File: config.mk
export PLATFORM = sky130hd
export DESIGN_NAME = kpn_arith_process_flat
export DESIGN_NICKNAME = d
export VERILOG_FILES = /design/src/rtl/kpn_pkg.sv /design/src/rtl/kpn_arith_process_if.sv /design/src/rtl/kpn_sat_alu.sv /design/src/rtl/kpn_arith_process.sv /design/src/flat_wrapper.sv
export SDC_FILE = /design/constraint.sdc
export NUM_CORES = 1
export LEC_CHECK = 0
export BUFFER_PORTS_ARGS = -buffer_cell sky130_fd_sc_hd__buf_2
export CAP_MARGIN = 20
export CORE_UTILIZATION = 55
export CTS_CLUSTER_DIAMETER = 80
export DETAILED_ROUTE_END_ITERATION = 8
export PLACE_DENSITY = 0.8
export SLEW_MARGIN = 40
export SYNTH_ARGS = -nofsm -noshare
export SYNTH_HDL_FRONTEND = slang
export SYNTH_SLANG_ARGS = --single-unit
File: constraint.sdc
create_clock -name clk -period 3.91 [get_ports clk]
set_clock_uncertainty 0.2 [all_clocks]
set_input_delay 0.1955 -clock clk [delete_from_list [all_inputs] [get_ports clk]]
set_output_delay 0.1955 -clock clk [all_outputs]
set_load 0.005 [all_outputs]
File: src/rtl/kpn_pkg.sv
// Shared definitions for the KPN process nodes: FSM states, operation codes
// and the default token width used by the network FIFOs.
package kpn_pkg;

  localparam int KPN_DEFAULT_WIDTH = 16;

  localparam logic OP_ADD = 1'b0;
  localparam logic OP_SUB = 1'b1;

  typedef enum logic [1:0] {
    IDLE,
    READ,
    WRITE
  } kpn_state_e;

endpackage

File: src/rtl/kpn_arith_process_if.sv
// FIFO-side handshake bundle of an arithmetic KPN process: two input FIFOs,
// one output FIFO and the per-token operation select.
interface kpn_arith_process_if #(
  parameter int WIDTH = kpn_pkg::KPN_DEFAULT_WIDTH
) ();
  import kpn_pkg::*;

  logic             op_sel;
  logic [WIDTH-1:0] in1_data;
  logic             in1_empty;
  logic             in1_rd;
  logic [WIDTH-1:0] in2_data;
  logic             in2_empty;
  logic             in2_rd;
  logic [WIDTH-1:0] out_data;
  logic             out_full;
  logic             out_wr;

  // The process side pops the inputs and pushes the output.
  modport master (
    input  op_sel,
    input  in1_data,
    input  in1_empty,
    output in1_rd,
    input  in2_data,
    input  in2_empty,
    output in2_rd,
    output out_data,
    input  out_full,
    output out_wr
  );

  modport slave (
    output op_sel,
    output in1_data,
    output in1_empty,
    input  in1_rd,
    output in2_data,
    output in2_empty,
    input  in2_rd,
    input  out_data,
    output out_full,
    input  out_wr
  );

endinterface

File: src/rtl/kpn_sat_alu.sv
// Combinational add/subtract on unsigned tokens with optional saturation;
// clip flags any carry out of an add or borrow out of a subtract.
module kpn_sat_alu
  import kpn_pkg::*;
#(
  parameter int WIDTH    = KPN_DEFAULT_WIDTH,
  parameter int SATURATE = 0
) (
  input  logic [WIDTH-1:0] a,
  input  logic [WIDTH-1:0] b,
  input  logic             op,
  output logic [WIDTH-1:0] result,
  output logic             clip
);

  logic [WIDTH:0] ext;

  // The extra top bit is the carry for add and the borrow for subtract.
  always_comb begin
    ext    = '0;
    result = '0;
    clip   = 1'b0;
    if (op == OP_ADD) begin
      ext = {1'b0, a} + {1'b0, b};
    end else begin
      ext = {1'b0, a} - {1'b0, b};
    end
    clip   = ext[WIDTH];
    result = ext[WIDTH-1:0];
    if ((SATURATE != 0) && clip) begin
      result = (op == OP_ADD) ? '1 : '0;
    end
  end

endmodule

File: src/rtl/kpn_arith_process.sv
// Two-input, one-output Kahn process node: pops one token from each input
// FIFO, adds or subtracts them and blocks until the output FIFO accepts it.
module kpn_arith_process
  import kpn_pkg::*;
#(
  parameter int WIDTH     = KPN_DEFAULT_WIDTH,
  parameter int SATURATE  = 0,
  parameter int CNT_WIDTH = 16
) (
  input  logic                 clk,
  input  logic                 reset,
  kpn_arith_process_if.master  fifo,
  output logic                 busy,
  output logic                 clipped,
  output logic [CNT_WIDTH-1:0] token_count
);

  kpn_state_e           state_q, state_d;
  logic [WIDTH-1:0]     a_q, a_d;
  logic [WIDTH-1:0]     b_q, b_d;
  logic                 op_q, op_d;
  logic [WIDTH-1:0]     out_data_q, out_data_d;
  logic                 clipped_q, clipped_d;
  logic [CNT_WIDTH-1:0] count_q, count_d;
  logic                 rd_en;
  logic                 wr_en;
  logic [WIDTH-1:0]     alu_result;
  logic                 alu_clip;

  kpn_sat_alu #(
    .WIDTH    (WIDTH),
    .SATURATE (SATURATE)
  ) u_alu (
    .a      (a_q),
    .b      (b_q),
    .op     (op_q),
    .result (alu_result),
    .clip   (alu_clip)
  );

  // Tokens are only ever popped as a pair so the two streams stay aligned.
  always_comb begin
    state_d    = state_q;
    a_d        = a_q;
    b_d        = b_q;
    op_d       = op_q;
    out_data_d = out_data_q;
    clipped_d  = clipped_q;
    count_d    = count_q;
    rd_en      = 1'b0;
    wr_en      = 1'b0;
    case (state_q)
      IDLE: begin
        if (!fifo.in1_empty && !fifo.in2_empty) begin
          rd_en   = 1'b1;
          a_d     = fifo.in1_data;
          b_d     = fifo.in2_data;
          op_d    = fifo.op_sel;
          state_d = READ;
        end
      end
      READ: begin
        out_data_d = alu_result;
        clipped_d  = clipped_q | alu_clip;
        state_d    = WRITE;
      end
      WRITE: begin
        if (!fifo.out_full) begin
          wr_en   = 1'b1;
          count_d = count_q + CNT_WIDTH'(1);
          state_d = IDLE;
        end
      end
      default: begin
        state_d = IDLE;
      end
    endcase
  end

  always_ff @(posedge clk or posedge reset) begin
    if (reset) begin
      state_q    <= IDLE;
      a_q        <= '0;
      b_q        <= '0;
      op_q       <= 1'b0;
      out_data_q <= '0;
      clipped_q  <= 1'b0;
      count_q    <= '0;
    end else begin
      state_q    <= state_d;
      a_q        <= a_d;
      b_q        <= b_d;
      op_q       <= op_d;
      out_data_q <= out_data_d;
      clipped_q  <= clipped_d;
      count_q    <= count_d;
    end
  end

  // Reset gates the strobes so they drop the instant reset rises.
  assign fifo.in1_rd   = rd_en & ~reset;
  assign fifo.in2_rd   = rd_en & ~reset;
  assign fifo.out_wr   = wr_en & ~reset;
  assign fifo.out_data = out_data_q;
  assign busy          = (state_q != IDLE);
  assign clipped       = clipped_q;
  assign token_count   = count_q;

endmodule

File: src/flat_wrapper.sv
// flat-port wrapper written by rule: the top's interface ports become plain ports
module kpn_arith_process_flat import kpn_pkg::*;
#(
  parameter int WIDTH     = KPN_DEFAULT_WIDTH,
  parameter int SATURATE  = 0,
  parameter int CNT_WIDTH = 16
)
  (clk, reset, busy, clipped, token_count, fifo_op_sel, fifo_in1_data, fifo_in1_empty, fifo_in1_rd, fifo_in2_data, fifo_in2_empty, fifo_in2_rd, fifo_out_data, fifo_out_full, fifo_out_wr);
  kpn_arith_process_if #(.WIDTH(WIDTH)) fifo_i ();
  input  logic clk;
  input  logic reset;
  output logic busy;
  output logic clipped;
  output logic [CNT_WIDTH-1:0] token_count;
  input wire logic [$bits(fifo_i.op_sel)-1:0] fifo_op_sel;
  input wire logic [$bits(fifo_i.in1_data)-1:0] fifo_in1_data;
  input wire logic [$bits(fifo_i.in1_empty)-1:0] fifo_in1_empty;
  output wire logic [$bits(fifo_i.in1_rd)-1:0] fifo_in1_rd;
  input wire logic [$bits(fifo_i.in2_data)-1:0] fifo_in2_data;
  input wire logic [$bits(fifo_i.in2_empty)-1:0] fifo_in2_empty;
  output wire logic [$bits(fifo_i.in2_rd)-1:0] fifo_in2_rd;
  output wire logic [$bits(fifo_i.out_data)-1:0] fifo_out_data;
  input wire logic [$bits(fifo_i.out_full)-1:0] fifo_out_full;
  output wire logic [$bits(fifo_i.out_wr)-1:0] fifo_out_wr;
  assign fifo_i.op_sel = fifo_op_sel;
  assign fifo_i.in1_data = fifo_in1_data;
  assign fifo_i.in1_empty = fifo_in1_empty;
  assign fifo_in1_rd = fifo_i.in1_rd;
  assign fifo_i.in2_data = fifo_in2_data;
  assign fifo_i.in2_empty = fifo_in2_empty;
  assign fifo_in2_rd = fifo_i.in2_rd;
  assign fifo_out_data = fifo_i.out_data;
  assign fifo_i.out_full = fifo_out_full;
  assign fifo_out_wr = fifo_i.out_wr;
  kpn_arith_process #(.WIDTH(WIDTH), .SATURATE(SATURATE), .CNT_WIDTH(CNT_WIDTH)) u_core (.clk(clk), .reset(reset), .fifo(fifo_i), .busy(busy), .clipped(clipped), .token_count(token_count));
endmodule
Yosys cells after proc, flatten, opt, wreduce, memory -nomap -nowiden
Index checks and enable logic that the tools add are counted.
- register bits after elaboration: 68
- input port bits: 38
- output and inout port bits: 37
- logic and storage cells: 35
- $add $sub $neg: 3
- eq/ne operators: 4
- muxes and demuxes: 8
- bitwise logic cells: 5
- reductions and logical operators: 8
- operators by type and width (kind ; number):
    $add 16x16->17 ; 1
    $mux 17 ; 1
    $sub 16x16->17 ; 1
    $add 16x1->16 const B ; 1
    $pmux 2 s3 ; 1
    $reduce_and 2->1 ; 3
    $mux 1 ; 4
    $mux 2 ; 2
    $and 1x1->1 ; 2
    $eq 2x1->1 const B ; 1
    $eq 2x2->1 const B ; 1
    $logic_not 1->1 ; 2
    $logic_not 2->1 ; 1
    $ne 2x1->1 const B ; 1
    $ne 2x2->1 const B ; 1
    $not 1->1 ; 2
    $reduce_bool 2->1 ; 1
    $logic_and 1x1->1 ; 1
    $or 1x1->1 ; 1

Logic depth before layout (Yosys ltp)
Gate-level depths: netlist (run 1).
- depth after elaboration: 5
- mapped depth: 13
- depth with buffers taken out: 13

Hierarchy
From an unflattened synthesis (run 1), not the netlist that was laid out.
- cells, all modules: 335
- area total of the unflattened synthesis: 3848.7 sq um
- by module, submodules not included (module ; times used ; cells each ; area each (sq um) ; seq. area each (sq um)):
    kpn_arith_process ; 1 ; 175 ; 2688.8 ; 1701.6
    kpn_sat_alu ; 1 ; 160 ; 1159.9 ; 0.0

Worst setup path before layout (run 1)
OpenSTA, ideal clock, no wires.
- kind: flip-flop to flip-flop
- from: reg u_core.b_q[0]
- to: reg u_core.out_data_q[15] (netlist: u_core.fifo.out_data[15])
- setup time: 0.067 ns
- arrival time: 2.690 ns
- data required time: 3.643 ns
- setup slack: 0.953 ns
- cell stages (with the launch flop): 14
- buffers on the path: 0
- period minus slack after synthesis: 2.957 ns
- cell sequence: dfrtp_1 inv_1 ha_1 and3_1 nor3b_1 a21oi_1 xnor2_1 ha_1 a21o_1 nor2_1 a21oi_1 or3b_1 a31oi_1 a311o_1
- cells in the longest elaborated chain, start to end: 2
- elaborated cells on any way between the ends: 3
- classes of those cells: 2 x add/sub; 1 x mux
- ends and longest elaborated chain (element ; RTL line ; RTL):
    start, declared ; kpn_arith_process.sv:20 ; logic [WIDTH-1:0] b_q, b_d;
    start signal, assigned ; kpn_arith_process.sv:84 ; b_q <= '0;
    start signal, assigned ; kpn_arith_process.sv:92 ; b_q <= b_d;
    $add 16x16->17 or $sub 16x16->17 (tied branches) ; kpn_sat_alu.sv:24, kpn_sat_alu.sv:26 ;
    $mux 17 * ; kpn_sat_alu.sv:23 ; if (op == OP_ADD) begin
    end signal, assigned ; kpn_arith_process.sv:94 ; out_data_q <= out_data_d;
    end, declared ; kpn_arith_process.sv:22 ; logic [WIDTH-1:0] out_data_q, out_data_d;
Every way passes the cells marked *; elsewhere a longest branch is shown, timed or not.
A chain may end at the register's enable or synchronous reset.

Worst setup path after layout (run 1)
Same ends and word-level chain as after synthesis.

==> reports/qor.yml, run 1 <==
critPathMaxFanout: 5
antenna_found_initial: 0
cts_buffer_depth: 2
htreeDepth: 3
rsz0062_at_grt: "false"
wl_per_cell_um: 15.0
synth_nets: 410
grt_pass1_vias: 2976
pin_count: 75
synth-edff-count: 0
track_usage: 0.253
ys_seq_area_frac: 0.460
io_buffers: 74
dr.pass1.iters: 6
cts_sinks: 68
timing.final.crit_share: 0.868
start_util: 0.576
critPathRequiredTime_ns: 3.99
cts_buffers: 9
grt_first_pass_wirelength_mm: 13.9
dieArea_um2: 7060
drt_iter0_markers: 152
synthArstFlopShare: 1.00
static-leakage-power_uw: 0.00222
post_cts_resized: 0
place_congestion: 0.780
startpoint_type: "flop"
num_rows: 29
worstSkewPairLatency_ns: 0.34
drc: 16
endpoint_kind: "flop"
holdWs_ns: 0.190
setup_violations: 0
setup_tns_ns: 0
nNetsFinal: 522
peakVddDrop_mv: 0.411
n_antenna_cell: 0
fp.dieW_um: 84.0
core_area_um2: 6420
violations: "DRC"
min_path_type: "in -> reg"
final_hold_viol_count: 0
period_needed_ns: 3.40
syn_area_um2: 3700
cts_tree: "done"
slew_viol_final: 0
synth_ff_type: "dfrtp_1"
p_per_area_nw_per_um2: 693
maxSlewHeadroom: 0.619
avgSynthCellArea_um2: 10.5
ys_seq_elements: 68
fp.dieH_um: 84.0
via_count: 3002
grt_max_degree: 44
wirelength_mm: 8.20
drive_gt1_frac: 0.279
synth-warning-count: 0
status: "finished with violations"
tightest_slew_ns: 0.571
yosysUniqueCellTypes: 47
grt_overflow: 0
antenna_left: 0
maxCapViolations: 0
synthToLayoutAreaGrowth_pct: 27.3
root_buffer: "clkbuf_8"
fillers: 468
syn_inst: 353
clk_pin_slew_worst_paths_ns: 0.07
path_class: "reg -> reg"
fmax_mhz: 295
dpl.hpwl_mm: 5.59
arrival_ns: 3.48
avgViaCountPerCell: 5.49
cell type report:
cell class	instances	area [µm²]	share of cell area
multi-input combinational	268	1940	0.411
clock buffer	11	141	0.0300
clock inverter	5	75.1	0.0159
timing repair buffer	111	736	0.156
sequential	68	1700	0.361
tap	77	96.3	0.0204
inverter	7	26.3	0.00557
placed cells by master, fill, tap and decap left out, types with 2 or more instances in the layout:
cell type	n
o211ai_1	2
clkbuf_8	10
o211ai_2	2
nor2b_1	2
a21oi_1	18
o21ai_0	27
dlygate4sd3_1	35
nor3_1	7
dfrtp_1	68
nand4_1	4
clkinv_2	3
ha_1	18
and2_1	3
mux2_2	29
buf_2	74
nor4_1	3
nand3_1	7
xnor2_1	27
and3_1	4
a21o_1	4
o2111ai_1	2
a211oi_1	3
buf_4	2
inv_1	6
o21a_1	2
a31oi_1	4
and4_1	2
nand2_1	37
bufinv_16	2
xor2_1	14
or3b_1	2
nand2b_1	2
nor2_1	25
through the flow:
stage | instances | power, µW | util | area [µm²] | worst slack [ns]
6_report | 547 | 3270 | 0.734 | 4710 | 0.515
5_1_grt | 547 | 3510 | 0.734 | 4710 | 0.326
4_1_cts | 547 | 3260 | 0.734 | 4710 | 0.533
3_5_place_dp | 496 | 2590 | 0.646 | 4150 | 0.616
3_3_place_gp | 496 | 2530 | 0.645 | 4140 | 0.751
2_1_floorplan | 353 | 2200 | - | 3700 | 0.953
metal layers:
metal | part of all wire | vias to the layer above | GRT usage
met5 | 0 | - | 0
met4 | 0.014 | 0 | 0.0862
met3 | 0.049 | 13 | 0.0673
met2 | 0.49 | 81 | 0.434
met1 | 0.45 | 1431 | 0.308
li1 | - | 1477 | -
state kept, by name (all words and copies together) (netlist names):
register,count
u_core.clipped,1
u_core.a_q,16
u_core.b_q,16
u_core.state_q,2
u_core.fifo.out_data,16
u_core.op_q,1
u_core.token_count,16
final timing paths:
check                               start                        to  slack, ns  depth (start not counted)
max in group asynchronous           reset             u_core.b_q[0]       2.30                          4
min in group asynchronous           reset     u_core.token_count[6]       0.26                          3
max                         u_core.b_q[0]  u_core.fifo.out_data[15]       0.51                         13
min reg2reg                u_core.clipped            u_core.clipped       0.26                          1
max reg2reg                 u_core.b_q[0]  u_core.fifo.out_data[15]       0.51                         13
min                        fifo_in1_empty         u_core.state_q[0]       0.19                          3
logic make-up (layout without fill, tap and decap cells):
logic type | count (synthesis) | after routing | share of synthesized area
flops | 68 | 68 | 0.460
buf+inv | 17 | 134 | 0.0196
fa+ha+maj | 19 | 19 | 0.0662
xor+xnor | 41 | 41 | 0.0970
mux | 30 | 30 | 0.0909
simple gates | 108 | 108 | 0.149
compound gates | 70 | 70 | 0.117
power breakdown:
| group | switching, µW | internal, µW | total [µW] | leakage, µW |
|---|---|---|---|---|
| sequential | 173 | 902 | 1070 | 0.000841 |
| combinational | 826 | 735 | 1560 | 0.00127 |
| clock | 257 | 373 | 631 | 0.000113 |
worst max-delay path: stages (launching register included):
cell     delay, ns
dfrtp_1       0.41
inv_1         0.10
ha_1          0.19
and3_1        0.23
nor3b_1       0.43
a21oi_1       0.16
xnor2_1       0.16
ha_1          0.35
a21o_1        0.22
nor2_1        0.13
a21oi_1       0.10
or3b_1        0.36
a31oi_1       0.17
a311o_1       0.12
repair_timing:
action                                 in CTS  in global routing
hold buffers                               35                  0
endpoints found under the hold margin      60                  0
setup buffers                               0                  0
synth_stat cells, types with 2 or more instances:
library cell   n  area, µm²
a211oi_1       3       22.5
and2_1         3       18.8
nand3_1        7       35.0
and4_1         2       17.5
ha_1          18        225
nor4_1         3       18.8
clkbuf_1       5       18.8
and3_1         4       25.0
dfrtp_1       68       1700
o211ai_1       2       15.0
o2111ai_1      2       17.5
buf_2          4       20.0
xnor2_1       27        236
nand2b_1       3       18.8
nor2b_1        2       12.5
o211ai_2       2       25.0
a21o_1         4       30.0
o21ai_0       27        135
a31oi_1        4       25.0
nand2_1       37        139
nand4_1        4       25.0
inv_1          7       26.3
o21a_1         2       15.0
or3b_1         2       17.5
nor3_1         7       35.0
xor2_1        14        123
a21oi_1       18       90.1
nor2_1        25       93.8
mux2_2        29        327
Power figures use the tool's default switching activity.
==> run 2: changes to the inputs <==
--- a/config.mk
+++ b/config.mk
@@ -6,7 +6,7 @@
 export NUM_CORES = 1
 export LEC_CHECK = 0
 export BUFFER_PORTS_ARGS = -buffer_cell sky130_fd_sc_hd__buf_2
-export CAP_MARGIN = 20
+export CAP_MARGIN = 30
 export CORE_UTILIZATION = 55
 export CTS_CLUSTER_DIAMETER = 80
 export DETAILED_ROUTE_END_ITERATION = 8
==> constraint.sdc (replaced) <==
create_clock -name clk -period 3.91 [get_ports clk]
set_clock_uncertainty 0.2 [all_clocks]
set_input_delay 0 -clock clk [delete_from_list [all_inputs] [get_ports clk]]
set_output_delay 0 -clock clk [all_outputs]
set_load 0.005 [all_outputs]
==> run 2 against run 1 <==
The run still ends with DRC left. Total power fell by 0.49%. Clock-buffer cell count rose by 1. Non-clock buffer count rose by 2. Die area did not move. Sequential share of layout area barely moved. Cell count rose by 0.37%. Routed wire length rose by 1.7%. Largest cell class unchanged. Worst hold slack got worse by 0.097 ns. First-iteration DRC count rose by 24%. Critical path depth did not move. Setup slack got worse by 0.0058 ns.
==> reports/qor.yml, run 2 (synthesis gave the netlist of run 1 again) <==
status: "finished with violations"
violations: "DRC"
start_util: 0.576  # unchanged
timing.final.crit_share: 0.870  # +0.00149
arrival_ns: 3.49  # about the same
dr.pass1.iters: 6  # unchanged
peakVddDrop_mv: 0.369  # -10%
maxCapViolations: 0  # unchanged
hold_depth: 3  # unchanged
startpoint_type: "flop"
mostFrequentLayoutCells: "74 x buf_2, 68 x dfrtp_1, 37 x nand2_1, 37 x dlygate4sd3_1, 29 x mux2_2"
period_needed_ns: 3.40  # +0.00583 ns
regToRegEndpoint: "u_core.fifo.out_data[15]"
grt_max_degree: 40  # -9.1%
hold_end: "fifo_in1_rd"
cts_buffers: 9  # unchanged
tightest_slew_ns: 0.719  # +0.149 ns
setup_tns_ns: 0  # unchanged
pin_count: 75  # unchanged
avgViaCountPerCell: 5.60  # +2.0%
fin_ws_ns: 0.509  # -0.00583 ns
maxSlewHeadroom: 0.520  # -0.0991
via_count: 3074  # +2.4%
cts_sinks: 68  # unchanged
worstSkewPairLatency_ns: 0.35  # about the same
cts_buffer_depth: 2  # unchanged
setup_violations: 0  # unchanged
min_path_type: "in -> out"
drc: 16  # unchanged
antenna_found_initial: 0  # unchanged
drt_iter0_markers: 188  # +24%
grt_overflow: 0  # unchanged
wirelength_mm: 8.34  # +1.7%
track_usage: 0.255  # +0.00252
rsz0062_at_grt: "false"
fmax_mhz: 294  # -0.17%
synthToLayoutAreaGrowth_pct: 27.5
slew_viol_final: 0  # unchanged
fp.dieW_um: 84.0  # unchanged
worstHoldStart: "fifo_in2_empty"
grt_first_pass_wirelength_mm: 14.2  # +1.9%
place_congestion: 0.783  # +0.32%
dpl.hpwl_mm: 5.65  # +1.1%
r2r-start: "u_core.b_q[0]"
endpoint_kind: "flop"
nNetsFinal: 524  # +0.38%
p_per_area_nw_per_um2: 689  # -0.63%
fp.dieH_um: 84.0  # unchanged
critPathRequiredTime_ns: 4.00  # about the same
wl_per_cell_um: 15.2  # +1.3%
post_cts_resized: 0  # unchanged
mostFrequentLayoutCell: "buf_2"
rr_worst_depth: 13  # unchanged
core_area_um2: 6420  # unchanged
final_hold_viol_count: 0  # unchanged
drive_gt1_frac: 0.278  # -0.00118
critPathMaxFanout: 5  # unchanged
root_buffer: "clkbuf_8"
clk_pin_slew_worst_paths_ns: 0.07  # about the same
dp_slack_ns: 0.644  # +0.0279 ns
dieArea_um2: 7060  # unchanged
antenna_left: 0  # unchanged
htreeDepth: 3  # unchanged
static-leakage-power_uw: 0.00222  # about the same
path_class: "reg -> reg"
r2r_slack_ns: 0.51  # about the same
num_rows: 29  # unchanged
cts_tree: "done"
grt_pass1_vias: 3154  # +6.0%
io_buffers: 74  # unchanged
n_antenna_cell: 0  # unchanged
run 2: changes by cell type in the layout (fill, tap and decap cells not counted):
cell,change
bufinv_16,-1
clkinvlp_4,+1
dlygate4sd3_1,+2
clkbuf_8,+1
clkinv_2,-1
run 2: area by class of cell:
class / count / area (µm²)
Clock buffer: 12 / 155
Clock inverter: 4 / 47.5
Fill cell: 433 / 1700
Inverter: 7 / 26.3
Multi-Input combinational cell: 268 / 1940
Sequential cell: 68 / 1700
Tap cell: 77 / 96.3
Timing Repair Buffer: 113 / 756
run 2: repair_timing:
| action | 4_1_cts | 5_1_grt |
|---|---|---|
| hold buffers | 37 | 0 |
| endpoints found under the hold margin | 72 | 0 |
| buffers inserted | 0 | 0 |
run 2: through the flow:
| stage | cell area, µm² | utilization | hold WS [ns] | std cells | total power (µW) |
|---|---|---|---|---|---|
| 2_1_floorplan | 3700 | - | -0.158 | 353 | 2200 |
| 3_3_place_gp | 4140 | 0.645 | -0.0410 | 496 | 2530 |
| 3_5_place_dp | 4150 | 0.646 | -0.0333 | 496 | 2610 |
| 4_1_cts | 4720 | 0.735 | 0.0964 | 549 | 3230 |
| 5_1_grt | 4720 | 0.735 | 0.114 | 549 | 3480 |
| 6_report | 4720 | 0.735 | 0.0921 | 549 | 3250 |
run 2: worst max-delay path by stage:
stage / endpoint / from
final: u_core.fifo.out_data[15] / u_core.b_q[0]
after global routing: u_core.fifo.out_data[15] / u_core.b_q[1]
after global placement: u_core.fifo.out_data[15] / u_core.b_q[0]
after CTS: u_core.fifo.out_data[15] / u_core.b_q[0]
after detailed placement: u_core.fifo.out_data[15] / u_core.b_q[0]
after floorplan: u_core.fifo.out_data[15] / u_core.b_q[0]
run 2: worst max-delay path, cell delays in order, from the launching register on:
cell     delay [ns]
dfrtp_1        0.42
inv_1          0.09
ha_1           0.20
and3_1         0.25
nor3b_1        0.38
a21oi_1        0.14
xnor2_1        0.15
ha_1           0.36
a21o_1         0.22
nor2_1         0.13
a21oi_1        0.10
or3b_1         0.37
a31oi_1        0.20
a311o_1        0.13
run 2: power by group:
part	switching (µW)	internal, µW	total [µW]
Clock	264	327	591
Sequential	174	902	1080
Combinational	845	737	1580
Total	1280	1970	3250
run 2: metal layers:
| metal | GRT usage | vias to the layer above | part of all wire |
|---|---|---|---|
| li1 | - | 1484 | - |
| met1 | 0.315 | 1481 | 0.44 |
| met2 | 0.447 | 96 | 0.50 |
| met3 | 0.0584 | 13 | 0.051 |
| met4 | 0.0721 | 0 | 0.013 |
| met5 | 0 | - | 0 |
